**config.mk**
```make
export PLATFORM = sky130hd
export DESIGN_NAME = rptr_empty_lvl_flat
export DESIGN_NICKNAME = d
export VERILOG_FILES = /design/src/rtl/rptr_empty_lvl_if.sv /design/src/rtl/rptr_empty_lvl.sv /design/src/flat_wrapper.sv
export SDC_FILE = /design/constraint.sdc
export NUM_CORES = 1
export LEC_CHECK = 0
export BUFFER_PORTS_ARGS = -buffer_cell sky130_fd_sc_hd__buf_2
export CORE_UTILIZATION = 38
export CTS_CLUSTER_SIZE = 10
export DETAILED_ROUTE_END_ITERATION = 6
export GPL_ROUTABILITY_DRIVEN = 1
export HOLD_SLACK_MARGIN = 0.02
export SETUP_SLACK_MARGIN = 0.02
export SYNTH_ARGS = -nofsm -noshare
export SYNTH_HDL_FRONTEND = slang
export SYNTH_SLANG_ARGS = --single-unit
```
**constraint.sdc**
```tcl
create_clock -name rclk -period 3.8 [get_ports rclk]
set_clock_uncertainty 0.2 [all_clocks]
set_input_delay 0.19 -clock rclk [delete_from_list [all_inputs] [get_ports rclk]]
set_output_delay 0.19 -clock rclk [all_outputs]
set_load 0.01 [all_outputs]
```
**src/rtl/rptr_empty_lvl_if.sv**
```systemverilog
// Read-side handshake bundle between the FIFO read logic and its consumer.
// The slave modport is the pointer/flag controller; master is whoever drives reads.
interface rptr_empty_lvl_if #(
    parameter int ADDRSIZE = 4
);
    logic [ADDRSIZE:0]   rq2_wptr;
    logic                rinc;
    logic                rflush;
    logic [ADDRSIZE:0]   ae_thresh;
    logic [ADDRSIZE:0]   rptr;
    logic [ADDRSIZE-1:0] raddr;
    logic                rempty;
    logic                raempty;
    logic [ADDRSIZE:0]   rlevel;
    logic                runderflow;

    modport master (
        output rq2_wptr, rinc, rflush, ae_thresh,
        input  rptr, raddr, rempty, raempty, rlevel, runderflow
    );

    modport slave (
        input  rq2_wptr, rinc, rflush, ae_thresh,
        output rptr, raddr, rempty, raempty, rlevel, runderflow
    );
endinterface

```
**src/rtl/rptr_empty_lvl.sv**
```systemverilog
// Read-domain pointer/flag controller for the async FIFO: binary/Gray read pointer,
// empty, fill level, almost-empty, sticky underflow and a read-side flush.
module rptr_empty_lvl #(
    parameter int ADDRSIZE = 4
) (
    input logic              rclk,
    input logic              rrst_n,
    rptr_empty_lvl_if.slave  bus
);
    logic [ADDRSIZE:0] rbin;
    logic [ADDRSIZE:0] rgray;
    logic [ADDRSIZE:0] level_q;
    logic              empty_q;
    logic              aempty_q;
    logic              uflow_q;

    logic [ADDRSIZE:0] wbin;
    logic [ADDRSIZE:0] rbnext;
    logic [ADDRSIZE:0] rgnext;
    logic [ADDRSIZE:0] lvl_next;
    logic              rd_ok;

    // Bit i of the binary value is the XOR of all Gray bits at or above i.
    function automatic logic [ADDRSIZE:0] gray2bin(input logic [ADDRSIZE:0] g);
        logic [ADDRSIZE:0] b;
        b = '0;
        for (int i = 0; i <= ADDRSIZE; i++) begin
            b[i] = ^(g >> i);
        end
        return b;
    endfunction

    assign wbin     = gray2bin(bus.rq2_wptr);
    assign rd_ok    = bus.rinc & ~empty_q;
    assign rbnext   = bus.rflush ? wbin : rbin + {{ADDRSIZE{1'b0}}, rd_ok};
    assign rgnext   = rbnext ^ (rbnext >> 1);
    assign lvl_next = wbin - rbnext;

    // Flags and level share rbnext and the synchronised write pointer, so they never disagree.
    always_ff @(posedge rclk or negedge rrst_n) begin
        if (!rrst_n) begin
            rbin     <= '0;
            rgray    <= '0;
            empty_q  <= 1'b1;
            aempty_q <= 1'b1;
            level_q  <= '0;
            uflow_q  <= 1'b0;
        end else begin
            rbin     <= rbnext;
            rgray    <= rgnext;
            empty_q  <= (rgnext == bus.rq2_wptr);
            aempty_q <= (lvl_next <= bus.ae_thresh);
            level_q  <= lvl_next;
            uflow_q  <= uflow_q | (bus.rinc & empty_q & ~bus.rflush);
        end
    end

    assign bus.rptr       = rgray;
    assign bus.raddr      = rbin[ADDRSIZE-1:0];
    assign bus.rempty     = empty_q;
    assign bus.raempty    = aempty_q;
    assign bus.rlevel     = level_q;
    assign bus.runderflow = uflow_q;
endmodule
```
**src/flat_wrapper.sv**
```systemverilog
// flat-port wrapper written by rule: the top's interface ports become plain ports
module rptr_empty_lvl_flat 
#(
    parameter int ADDRSIZE = 4
)
  (rclk, rrst_n, bus_rq2_wptr, bus_rinc, bus_rflush, bus_ae_thresh, bus_rptr, bus_raddr, bus_rempty, bus_raempty, bus_rlevel, bus_runderflow);
  rptr_empty_lvl_if #(.ADDRSIZE(ADDRSIZE)) bus_i ();
  input logic rclk;
  input logic rrst_n;
  input wire logic [$bits(bus_i.rq2_wptr)-1:0] bus_rq2_wptr;
  input wire logic [$bits(bus_i.rinc)-1:0] bus_rinc;
  input wire logic [$bits(bus_i.rflush)-1:0] bus_rflush;
  input wire logic [$bits(bus_i.ae_thresh)-1:0] bus_ae_thresh;
  output wire logic [$bits(bus_i.rptr)-1:0] bus_rptr;
  output wire logic [$bits(bus_i.raddr)-1:0] bus_raddr;
  output wire logic [$bits(bus_i.rempty)-1:0] bus_rempty;
  output wire logic [$bits(bus_i.raempty)-1:0] bus_raempty;
  output wire logic [$bits(bus_i.rlevel)-1:0] bus_rlevel;
  output wire logic [$bits(bus_i.runderflow)-1:0] bus_runderflow;
  assign bus_i.rq2_wptr = bus_rq2_wptr;
  assign bus_i.rinc = bus_rinc;
  assign bus_i.rflush = bus_rflush;
  assign bus_i.ae_thresh = bus_ae_thresh;
  assign bus_rptr = bus_i.rptr;
  assign bus_raddr = bus_i.raddr;
  assign bus_rempty = bus_i.rempty;
  assign bus_raempty = bus_i.raempty;
  assign bus_rlevel = bus_i.rlevel;
  assign bus_runderflow = bus_i.runderflow;
  rptr_empty_lvl #(.ADDRSIZE(ADDRSIZE)) u_core (.rclk(rclk), .rrst_n(rrst_n), .bus(bus_i));
endmodule
```
Word-level counts from Yosys, hierarchy flattened
Index checks and enable logic that the tools add are counted.
{ "word_totals": {"regBits": 18, "latchBits": 0, "ramBits": 0, "mem_bits_ro": 0, "mem_count": 0} }
{ "classes": {"n_addsub": 2, "n_mul": 0, "n_div": 0, "n_lt_le_gt_ge": 1, "n_eq_ne": 1, "shift": 0, "n_mux": 1, "bitwise": 7, "reduce_logical": 5} }
{ "op_table": {"columns": ["cell", "count"], "rows": [
  ["XOR reduction 5 bit", 5],
  ["adder 5 x 1 -> 5 bit", 1],
  ["== test 5 bit", 1],
  ["<= comparator 5 bit", 1],
  ["two-way mux 5 bit", 1],
  ["subtractor 5 bit", 1],
  ["bitwise XOR 5 x 4 -> 5 bit", 1],
  ["AND 1 bit", 3],
  ["NOT 1 bit", 2],
  ["OR 1 bit", 1]
]} }

Longest topological paths before layout
{ "depth": {"ltp_word": 6, "depth_mapped": 15, "ltp_nobuf": 15} }

Least setup slack after synthesis
No wires, ideal clock.
{ "synth_timing": {"path_kind": "reg-to-reg", "from": "register u_core.empty_q (netlist: u_core.bus.rempty)", "to": "register u_core.aempty_q (netlist: u_core.bus.raempty)", "t_arrival_ns": 2.895, "path_slack_ns": 0.627, "path_stages_with_launch": 14, "n_path_buf": 0, "synth_period_minus_slack_ns": 3.173, "path_cell_list": "dfstp_2 > nor2b_1 > ha_1 > ha_1 > nor2_1 > a21oi_1 > inv_1 > fa_1 > ha_1 > nor2b_1 > o21a_1 > o21a_1 > o21a_1 > o22ai_1"} }
{ "synth_between": {"elab_chain_len": 6} }
{ "synth_rtl": {"columns": ["item", "line", "source"], "rows": [
  ["start, declared", "rptr_empty_lvl.sv:13", "logic empty_q;"],
  ["start signal, assigned", "rptr_empty_lvl.sv:51", "empty_q <= (rgnext == bus.rq2_wptr);"],
  ["NOT 1 bit", "rptr_empty_lvl.sv:34", "assign rd_ok = bus.rinc & ~empty_q;"],
  ["AND 1 bit", "rptr_empty_lvl.sv:34", null],
  ["adder 5 x 1 -> 5 bit", "rptr_empty_lvl.sv:35", "assign rbnext = bus.rflush ? wbin : rbin + {{ADDRSIZE{1'b0}}, rd_ok};"],
  ["two-way mux 5 bit", "rptr_empty_lvl.sv:35", null],
  ["named net u_core.rbnext[1]", "rptr_empty_lvl.sv:18", "logic [ADDRSIZE:0] rbnext;"],
  ["subtractor 5 bit", "rptr_empty_lvl.sv:37", "assign lvl_next = wbin - rbnext;"],
  ["named net u_core.lvl_next[1]", "rptr_empty_lvl.sv:20", "logic [ADDRSIZE:0] lvl_next;"],
  ["<= comparator 5 bit", "rptr_empty_lvl.sv:52", "aempty_q <= (lvl_next <= bus.ae_thresh);"],
  ["end signal, assigned", "rptr_empty_lvl.sv:52", null],
  ["end, declared", "rptr_empty_lvl.sv:14", "logic aempty_q;"]
]} }
The timed path passes the listed nets, and every way through them passes these cells.

Final worst setup path
{ "layout_timing": {"from": "input bus_rq2_wptr[3]", "to": "register u_core.aempty_q (netlist: u_core.bus.raempty)"} }
{ "layout_between": {"elab_chain_len": 4} }
{ "layout_rtl": {"columns": ["item", "line", "source"], "rows": [
  ["start, declared", "flat_wrapper.sv:10", "input wire logic [$bits(bus_i.rq2_wptr)-1:0] bus_rq2_wptr;"],
  ["XOR reduction 5 bit", "rptr_empty_lvl.sv:28", "b[i] = ^(g >> i);"],
  ["two-way mux 5 bit", "rptr_empty_lvl.sv:35", null],
  ["named net u_core.rbnext[0]", "rptr_empty_lvl.sv:18", null],
  ["subtractor 5 bit", "rptr_empty_lvl.sv:37", null],
  ["named net u_core.lvl_next[4]", "rptr_empty_lvl.sv:20", null],
  ["<= comparator 5 bit", "rptr_empty_lvl.sv:52", null]
]} }
The timed path passes the listed nets, and every way through them passes these cells.

==> parameters.txt <==
Parameter                              Value

CTS
  Clock H-tree levels    1
  Clock Path Buffers    2
  CTS root buffer    sky130_fd_sc_hd__clkbuf_4
  Setup repair bufs after CTS    0
  CTS tree    done
  # clock sinks    17
  Clk slew on worst S/H paths    0.10 ns
  Clk_lat worst skew    0.29 ns
  Clock buffers created by TritonCTS    3

Critical path
  Count of buffer and inverter cells on the critical path    3
  Capturing element type of the critical path    flip-flop
  Peak per-stage delay on the critical path    0.52 ns
  Setup crit start    bus_rq2_wptr[3]
  Path length in cells of the critical path    16
  Critical-path cell with the highest stage delay    sky130_fd_sc_hd__dlygate4sd3_1
  CP endpoint    u_core.bus.raempty$_DFF_PN1_
  Kind of cell with the highest combined delay on the critical path    XOR/XNOR gates
  Critical setup path kind    in -> reg
  Data required time at the worst endpoint    3.82 ns
  Register-to-register path setup slack    0.39 ns
  Max FO, Critical Path    5
  Origin of the critical flop-to-flop path    u_core.bus.rempty$_DFF_PN1_
  RR Endpoint    u_core.bus.raempty$_DFF_PN1_
  Chain of cells forming the critical path    dlygate4sd3_1 -> buf_2 -> xnor3_2 -> xor2_2 -> xor2_1 -> o21ai_1 -> ha_1 -> inv_1 -> fa_1 -> a21oi_1 -> o21ai_0 -> a21oi_1 -> xor2_1 -> ha_1 -> o21a_1 -> o22ai_1
  R2r worst-path depth    15
  Kind of start point of the critical path    primary input
  Arrival @ worst endpoint    3.56 ns

Power
  Worst IR drop on VDD    233 µV
  Power density over cell area    628 mW/mm²
  Leak pwr    0.669 nW
  Total power after layout    0.892 mW

Global route
  Overflow after GRT    0
  First-pass GRT wire length    3850 µm
  Pin count of the biggest net entering global routing    18
  Overall global routing resource usage    15.3%
  Via count of the first global-routing pass    894
  Initial antenna violation count    0

Placed design
  Worst-case setup slack after placement    0.278 ns
  Number of buffers added on ports    30
  Post-Place Cells    169
  RD Place Congestion    0.811
  Area after detailed placement    0.00133 mm²
  Detailed placer's ending HPWL    1760 µm

Synthesis
  Share of synthesized area occupied by flip-flops and latches    37.4%
  Xor/xnor share of the synthesized area    19.8%
  Distinct cell type count of the synthesized netlist    30
  Post-synth top area share    32.8%
  Synth warnings    0
  Post-synthesis compound-gate area fraction    14.2%
  Combinational family with the most area after synthesis    XOR/XNOR gates
  Synth Area in Adders    12.7%
  Cell accounting for the most synthesized area    sky130_fd_sc_hd__dfrtp_1
  Area contributors post-synth    sky130_fd_sc_hd__dfrtp_1, sky130_fd_sc_hd__ha_1, sky130_fd_sc_hd__xor2_1
  Avg Synthesized Cell Area    10.5 µm²
  Net Count, Synth    134
  Cell area after synthesis    0.00114 mm²
  Post-Synth Simple-Gate Area    9.40%
  Share of synthesized area spent on multiplexers    2.95%
  Post-synthesis instance total    109
  Post-synthesis sequential element count    17

Timing
  Hold WS    0.0217 ns
  Number of failing setup endpoints in the final timing report    0
  Slew at the pin with the worst max-slew slack    0.406 ns
  Tightest slew margin relative to the limit    72.9%
  Count of final hold-check violations    0
  RSZ-0062 raised after global routing    no
  Final critical path time including I/O delays and setup    3.54 ns
  Final setup TNS    0 ns
  Max-slew violation count    0
  Fmax achieved    283 MHz
  Post-route clock period utilization    93.0%
  Worst Setup Slack, final    0.265 ns

Layout
  Number of nets in the finished design    173
  Commonest non-fill, non-tap cell in the layout    sky130_fd_sc_hd__buf_2
  Most used cells in the layout excluding fill and tap cells    sky130_fd_sc_hd__buf_2, sky130_fd_sc_hd__dfrtp_1, sky130_fd_sc_hd__xor2_1
  Syn-to-layout area delta    24.0%
  Proportion of layout cells with a drive suffix above 1    31.3%
  Final design instance area without fill    0.00142 mm²
  Core utilization of the finished layout    50.6%
  Count of non-filler cells in the finished layout    178
  Count of inserted antenna diode cells    0

Floorplanning
  Total die area    0.00324 mm²
  Starting density of the core    40.8%
  Placeable core region    0.00281 mm²
  Number of standard-cell rows in the floorplan    19
  # IOs    31
  Vertical die dimension    56.9 µm
  Die width    56.9 µm

Routing
  Drt initial violations    35
  Total number of vias    884
  First-pass detailed-route iteration total    6
  Number of remaining DRC errors    6
  Antenna-violating nets left    0
  Per-cell routed wire length    12.7 µm
  Total wirelength of the detailed-routed design    2260 µm
  Vias per cell    4.97

Job
  # Max-Cap Violations    0

Outcome
  Run status    finished with violations
  Failing checks    DRC

Hold path
  Worst Hold Class    in -> reg
-- cell type report --
type / instances / area (µm²)
clock buffers: 4 / 26.3
well taps: 31 / 38.8
multi-input cells: 81 / 689
repair buffers: 35 / 200
flip-flops and latches: 17 / 428
inverters: 10 / 37.5
fillers: 264 / 1390
-- logic make-up (layout without fill, tap and decap cells) --
group                      after synthesis  after routing
muxes                                    2              2
DFF                                     17             17
AOI/OAI and AO/OA                       24             24
adders and majority gates               11             11
xor gates and xnor gates                22             22
buffers and inverters                   11             49
and+or+nand+nor                         22             22
-- routing by layer --
layer | global-route usage [%] | vias up | routed length [µm]
li1 | - | 448 | -
met1 | 20.1 | 414 | 1040
met2 | 25.7 | 20 | 1130
met3 | 2.07 | 2 | 75
met4 | 5.23 | 0 | 16
met5 | 0 | - | 0
-- how the worst min path moves through the flow --
stage | startpoint | to | cells past startpoint
6_report | bus_rq2_wptr[4] | u_core.rbin[4]$_DFF_PN0_ | 3
5_1_grt | bus_rq2_wptr[4] | u_core.rbin[4]$_DFF_PN0_ | 3
4_1_cts | bus_rq2_wptr[4] | u_core.rbin[4]$_DFF_PN0_ | 3
3_5_place_dp | rrst_n | u_core.bus.rptr[0]$_DFF_PN0_ | 1
3_3_place_gp | rrst_n | u_core.bus.rptr[0]$_DFF_PN0_ | 1
2_1_floorplan | rrst_n | u_core.bus.rlevel[0]$_DFF_PN0_ | 0
-- timing repair --
| action | CTS | global route |
|---|---|---|
| endpoints found under the hold margin | 21 | 0 |
| gates resized for setup | 0 | 4 |
| hold buffers | 5 | 0 |
| endpoints found under the setup margin | 0 | 1 |
-- registers in the layout, indices dropped and copies added, names as in the netlist --
signal                 flops
u_core.bus.rlevel          5
u_core.bus.rempty          1
u_core.bus.runderflow      1
u_core.bus.raempty         1
u_core.rbin                5
u_core.bus.rptr            4
-- where the power goes --
group	leakage [nW]	switching, mW	internal, mW
sequential	0.194	0.0358	0.254
combinational	0.460	0.268	0.238
clock	0.0150	0.0557	0.0408
-- synth_stat cells --
cell type,instances
sky130_fd_sc_hd__inv_2,1
sky130_fd_sc_hd__a31oi_1,1
sky130_fd_sc_hd__ha_1,10
sky130_fd_sc_hd__o21ai_0,7
sky130_fd_sc_hd__mux2i_4,1
sky130_fd_sc_hd__nand4_1,1
sky130_fd_sc_hd__xnor3_2,1
sky130_fd_sc_hd__or3_1,2
sky130_fd_sc_hd__nor2_1,4
sky130_fd_sc_hd__xnor2_1,9
sky130_fd_sc_hd__dfstp_2,2
sky130_fd_sc_hd__xor2_1,11
sky130_fd_sc_hd__nor2b_1,2
sky130_fd_sc_hd__a31o_2,1
sky130_fd_sc_hd__inv_1,9
sky130_fd_sc_hd__a21boi_0,1
sky130_fd_sc_hd__nand3_1,5
sky130_fd_sc_hd__clkbuf_1,1
sky130_fd_sc_hd__a21o_2,1
sky130_fd_sc_hd__nand2_1,7
sky130_fd_sc_hd__a21oi_1,5
sky130_fd_sc_hd__and4b_1,1
sky130_fd_sc_hd__o221a_1,1
sky130_fd_sc_hd__o21a_1,5
sky130_fd_sc_hd__fa_1,1
sky130_fd_sc_hd__xnor2_4,1
sky130_fd_sc_hd__o21ai_4,1
sky130_fd_sc_hd__mux2_2,1
sky130_fd_sc_hd__o22ai_1,1
sky130_fd_sc_hd__dfrtp_1,15
-- tightest hold or removal path, stage by stage --
cell,delay (ns)
sky130_fd_sc_hd__buf_2,0.13
sky130_fd_sc_hd__nand2_1,0.09
sky130_fd_sc_hd__o21ai_4,0.07
(Power assumes the default switching activity.)
